===== config.mk =====
export PLATFORM = sky130hd
export DESIGN_NAME = reg_bank_32x32_wr
export DESIGN_NICKNAME = d
export VERILOG_FILES = /design/src/rtl/reg_bank_32x32_wr.sv
export SDC_FILE = /design/constraint.sdc
export NUM_CORES = 2
export LEC_CHECK = 0
export BUFFER_PORTS_ARGS = -buffer_cell sky130_fd_sc_hd__buf_2
export CAP_MARGIN = 20
export CORE_AREA = 2 2 430 432
export DETAILED_ROUTE_END_ITERATION = 7
export DIE_AREA = 0 0 432 434
export HOLD_SLACK_MARGIN = 0.05
export RECOVER_POWER = 50
export SYNTH_ARGS = -nofsm -noshare
export SYNTH_HDL_FRONTEND = slang
export SYNTH_SLANG_ARGS = --single-unit

===== constraint.sdc =====
create_clock -name clk -period 1.8 [get_ports clk]
set_clock_uncertainty 0.15 [all_clocks]
set_input_delay 0.09 -clock clk [delete_from_list [all_inputs] [get_ports clk]]
set_output_delay 0.09 -clock clk [all_outputs]
set_load 0.005 [all_outputs]

===== src/rtl/reg_bank_32x32_wr.sv =====
// Write side and storage of the ezRISC register file: 32 x REG_SIZE registers,
// one synchronous write port, written-since-clear scoreboard and last-write tracking.
module reg_bank_32x32_wr #(
    parameter int REG_SIZE = 32,
    parameter bit ZERO_REG = 1'b1
) (
    input  logic                clk,
    input  logic                reset,
    input  logic                wr_en,
    input  logic [4:0]          wr_sel,
    input  logic [REG_SIZE-1:0] wr_data,
    input  logic                clr_written,
    output logic [REG_SIZE-1:0] r0,
    output logic [REG_SIZE-1:0] r1,
    output logic [REG_SIZE-1:0] r2,
    output logic [REG_SIZE-1:0] r3,
    output logic [REG_SIZE-1:0] r4,
    output logic [REG_SIZE-1:0] r5,
    output logic [REG_SIZE-1:0] r6,
    output logic [REG_SIZE-1:0] r7,
    output logic [REG_SIZE-1:0] r8,
    output logic [REG_SIZE-1:0] r9,
    output logic [REG_SIZE-1:0] r10,
    output logic [REG_SIZE-1:0] r11,
    output logic [REG_SIZE-1:0] r12,
    output logic [REG_SIZE-1:0] r13,
    output logic [REG_SIZE-1:0] r14,
    output logic [REG_SIZE-1:0] r15,
    output logic [REG_SIZE-1:0] r16,
    output logic [REG_SIZE-1:0] r17,
    output logic [REG_SIZE-1:0] r18,
    output logic [REG_SIZE-1:0] r19,
    output logic [REG_SIZE-1:0] r20,
    output logic [REG_SIZE-1:0] r21,
    output logic [REG_SIZE-1:0] r22,
    output logic [REG_SIZE-1:0] r23,
    output logic [REG_SIZE-1:0] r24,
    output logic [REG_SIZE-1:0] r25,
    output logic [REG_SIZE-1:0] r26,
    output logic [REG_SIZE-1:0] r27,
    output logic [REG_SIZE-1:0] r28,
    output logic [REG_SIZE-1:0] r29,
    output logic [REG_SIZE-1:0] r30,
    output logic [REG_SIZE-1:0] r31,
    output logic [31:0]         written,
    output logic [4:0]          last_sel,
    output logic                last_valid,
    output logic                wr_dropped
);

    logic [31:0]         wr_dec;
    logic [31:0]         commit;
    logic                drop_now;
    logic [REG_SIZE-1:0] regs [32];

    always_comb begin
        wr_dec = '0;
        for (int i = 0; i < 32; i++) begin
            wr_dec[i] = wr_en && (wr_sel == 5'(i));
        end
    end

    // With a hardwired zero register, an index-0 write is decoded but never commits.
    assign commit   = wr_dec & ~{31'b0, ZERO_REG};
    assign drop_now = wr_dec[0] & ZERO_REG;

    genvar g;
    for (g = 0; g < 32; g++) begin : g_reg
        if (g == 0 && ZERO_REG) begin : g_zero
            assign regs[g] = '0;
        end else begin : g_ff
            logic [REG_SIZE-1:0] q;
            always_ff @(posedge clk) begin
                if (reset) begin
                    q <= '0;
                end else if (commit[g]) begin
                    q <= wr_data;
                end
            end
            assign regs[g] = q;
        end
    end

    // Clear and a same-edge commit: the committed bit survives the clear.
    always_ff @(posedge clk) begin
        if (reset) begin
            written    <= '0;
            last_sel   <= '0;
            last_valid <= 1'b0;
            wr_dropped <= 1'b0;
        end else begin
            written    <= (clr_written ? 32'b0 : written) | commit;
            wr_dropped <= drop_now;
            if (|commit) begin
                last_sel   <= wr_sel;
                last_valid <= 1'b1;
            end
        end
    end

    assign r0  = regs[0];
    assign r1  = regs[1];
    assign r2  = regs[2];
    assign r3  = regs[3];
    assign r4  = regs[4];
    assign r5  = regs[5];
    assign r6  = regs[6];
    assign r7  = regs[7];
    assign r8  = regs[8];
    assign r9  = regs[9];
    assign r10 = regs[10];
    assign r11 = regs[11];
    assign r12 = regs[12];
    assign r13 = regs[13];
    assign r14 = regs[14];
    assign r15 = regs[15];
    assign r16 = regs[16];
    assign r17 = regs[17];
    assign r18 = regs[18];
    assign r19 = regs[19];
    assign r20 = regs[20];
    assign r21 = regs[21];
    assign r22 = regs[22];
    assign r23 = regs[23];
    assign r24 = regs[24];
    assign r25 = regs[25];
    assign r26 = regs[26];
    assign r27 = regs[27];
    assign r28 = regs[28];
    assign r29 = regs[29];
    assign r30 = regs[30];
    assign r31 = regs[31];

endmodule


# Yosys cells after proc, flatten, opt, wreduce, memory -nomap -nowiden
# Index checks and enable logic that the tools add are counted.
[totals]
mem_bits_ro = 0
n_memories = 0
out_inout_bits = 1063
inputBits = 41
mem_bits_rw = 0
regBits = 1031
latchBits = 0
[op_classes]
n_eq_ne = 31
n_mul = 0
n_div = 0
n_reduce_logical = 34
bitwise_logic = 1
n_addsub = 0
shift = 0
muxes = 1
order_cmp = 0
[ops]
columns = ["operator", "n"]
rows = [
  ["== test 5 bit, second input constant", 16],
  ["== test 5 x 4 -> 1 bit, second input constant", 8],
  ["logical AND 1 bit", 32],
  ["two-way mux 32 bit", 1],
  ["OR 32 bit", 1],
  ["OR reduction 31 bit", 1],
  ["== test 5 x 3 -> 1 bit, second input constant", 4],
  ["== test 5 x 2 -> 1 bit, second input constant", 2],
  ["== test 5 x 1 -> 1 bit, second input constant", 1],
  ["logical NOT 5 bit", 1],
]

# Longest topological paths before layout
[depth]
depth_word = 3
mapped_depth = 7

# Least setup slack after synthesis
# No wires, ideal clock.
[synth_path]
path_type = "input-to-reg"
from = "input port wr_sel[4]"
to = "register g_reg[4].g_ff.q[10], in the netlist r4[10]"
setup_time_ns = 0.072
required_ns = 1.578
path_stages = 6
n_path_buf = 3
arrival_ns = 1.219
setup_slack_ns = 0.359
cell_sequence = "buf_4 -> nor2_2 -> and2_1 -> buf_6 -> buf_6 -> mux2i_1"
[synth_between]
elab_chain_cells = 2
[synth_rtl]
columns = ["element", "line", "source"]
rows = [
  ["start: declaration", "10", "input logic [4:0] wr_sel,"],
  ["== test 5 x 3 -> 1 bit", "59", "wr_dec[i] = wr_en && (wr_sel == 5'(i));"],
  ["logical AND 1 bit", "59", ""],
  ["end signal: assignment", "77", "q <= wr_data;"],
  ["end: declaration", "72", "logic [REG_SIZE-1:0] q;"],
]
# No other way between the ends.
# A chain may end at the register's enable or synchronous reset.

# Worst setup path after layout
[layout_path]
from = "input port wr_en"
to = "register g_reg[18].g_ff.q[4], in the netlist r18[4]"
[layout_between]
elab_chain_cells = 1
[layout_rtl]
columns = ["element", "line", "source"]
rows = [
  ["start: declaration", "9", "input logic wr_en,"],
  ["logical AND 1 bit", "59", ""],
  ["end signal: assignment", "77", ""],
  ["end: declaration", "72", ""],
]
# No other way between the ends.

==> impl_metrics.toml <==
[status]
status = "finished clean"

[logic_synthesis]
synth_seq_area_share_pct = 51.8
syn_area_mm2 = 0.0398
syn-instance-count = 3535
ys_warn_count = 0
synth_compound_area_share_pct = 0.613
synth-xor-area-share_pct = 0
synth_top_family_by_area = "multiplexers"
yosys.area_share.simple_pct = 17.5
ys_ff_latch = 1030
ys.flop_type = "dfxtp_1"
async_flop_share_pct = 0
synth-adder-area-share_pct = 0
netlist-cell-type-count = 27
synth_edf_count = 0
muxShareOfSynthArea_pct = 25.0
syn_avg_cell_area_um2 = 11.3

[setup_path]
crit_path_max_incr_delay_ns = 0.62
cp.arrival_ns = 2.22
cp_max_fo = 32
end_kind = "flop"
critPathLaunchType = "input pin"
path_class = "in2reg"
path_cells = "dlygate4sd3_1, buf_2, nor4bb_2, buf_4, nand2_2, buf_12, mux2i_1"
cp_slowest_cell = "dlygate4sd3_1"
worstPathRequired_ns = 2.27

[floorplanning]
pin_count = 1104
fp.dieW_um = 432
rows = 157
core_mm2 = 0.182
die_area_mm2 = 0.187
start_util_pct = 21.8
die_h_um = 434

[detailed_routing]
vias_per_cell = 4.18
first_pass_iters = 5
wirelength_mm = 164
vias = 29700
drc = 0
drt_iter0_markers = 1632
post_drt_wl_per_cell_um = 23.0
antenna_left = 0

[sta]
worst_pin_slew_ns = 0.707
hold_viol_final = 0
drv_slew = 0
max-slew-margin-rel_pct = 52.9
period_share_pct = 97.2
setup_viol = 0
max_freq_mhz = 572
rsz0062_at_grt = "false"
finalCriticalPeriod_ns = 1.75

[global_route]
grt_pass1_vias = 29100
grtUsageTotal_pct = 16.6
grt_max_degree = 81
antenna_found_initial = 19
grt_pass1_wl_mm = 222
overflow = 0

[final_layout]
n_fill_cell = 19200
final_cell_mix = "dfxtp_1, nand2b_1, mux2i_1"
final_common_cell = "dfxtp_1"
stdcell_area_mm2 = 0.0526
syn2layout_area_growth_pct = 32.2
drive_above_1_share_pct = 22.1
layout.nets = 4660
final_cells = 7104

[clock_network]
cts.sinks = 1030
clock_latency_ns = 0.76
cts_made_buffers = 111
cts_root_buf = "clkbuf_16"
path_clk_slew_ns = 0.06
cts_tree = "built"
clockBufferDepth = 3
htree_levels = 3

[pwr]
total_leakage_power_uw = 0.0269
p_sw_uw = 12000
p_per_area_mw_per_mm2 = 950
p_comb_share_pct = 5.7
power_frac_clock_pct = 48.2
power_switching_share_pct = 23.9
seqPwrFrac_pct = 46.1
irDropWorstVdd_mv = 0.879
p_int_uw = 38000

[placement]
gp_congestion = 0.790
placed_area_mm2 = 0.0491
placedCellCount = 6843
portBuffers = 1070
dp_hpwl_mm = 118

[worst_hold_path]
hp-class = "in2reg"

[job]
cap_viol_max_count = 0
path summary, 6_finish.rpt:
path                            cells after the start  slack [ns]        from          to
worst min-delay path                                5        0.23  wr_data[9]      r30[9]
worst min register to register                      2        0.32     r31[30]     r31[30]
worst max-delay path                                7        0.05       wr_en      r18[4]
worst max register to register                      3        0.35  last_valid  last_valid
routing by layer:
layer / track usage, % / wire length [um] / up-vias
met5: 0 / 0 / -
met4: 6.55 / 6420 / 0
met2: 28.8 / 80600 / 1027
met1: 19.7 / 65700 / 14700
met3: 4.00 / 10900 / 275
li1: - / - / 13700
cell usage after synthesis (all sizes together) (2+ instances only):
library cell,instances,share of area [%]
a21oi,31,0.39
a22oi,5,0.094
and2,3,0.047
and4b,3,0.075
and4bb,2,0.063
buf,146,3.1
clkbuf,215,2.0
dfxtp,1030,52
mux2i,992,25
nand2,31,0.47
nand2b,1055,17
nor2,7,0.072
nor2b,2,0.031
nor3,2,0.025
o41ai,5,0.11
critical path, delay by kind of cell:
family	cells	cell delay (ns)
muxes	1	0.20
and+or+nand+nor	2	0.53
buffers and inverters	4	1.26
per-stage QoR:
stage	setup TNS [ns]	hold WS [ns]	utilization (%)	total power, uW	worst slack [ns]
2_1_floorplan	0	0.122	-	24900	0.359
3_3_place_gp	-32.29	0.280	26.9	26400	-0.257
3_5_place_dp	-31.41	0.289	26.9	26400	-0.240
4_1_cts	0	0.155	29.3	50600	0.000202
5_1_grt	0	0.189	28.8	51600	0.0206
6_report	0	0.234	28.8	50000	0.0513
layout make-up:
cell class              count  area [um2]  share of cell area (%)
diodes                      8        20.0                  0.0380
clock buffers             159        3250                    6.18
clock inverters            46         629                    1.20
multi-input cells        2176       17400                    33.0
flip-flops and latches   1030       20600                    39.2
well taps                2385        2980                    5.67
repair buffers           1300        7740                    14.7
timing repair:
item,CTS,global route
setup endpoints to repair,0,89
hold endpoints to repair,1026,0
gates resized for setup,0,3
setup buffers,0,0
hold buffers,48,0
cell families after synthesis:
| group | count (synthesis) |
|---|---|
| AOI/OAI and AO/OA | 42 |
| buffers and inverters | 361 |
| DFF | 1030 |
| muxes | 992 |
| other | 1 |
| and+or+nand+nor | 1109 |
power groups by stage:
stage,logic [uW],registers (uW),clock network [uW]
global placement,2840,23600,0
CTS,2950,23100,24600
detailed placement,2850,23600,0
global route,2990,23100,25500
floorplan,1330,23600,0
finish,2850,23100,24100
Power figures use the tool's default switching activity.
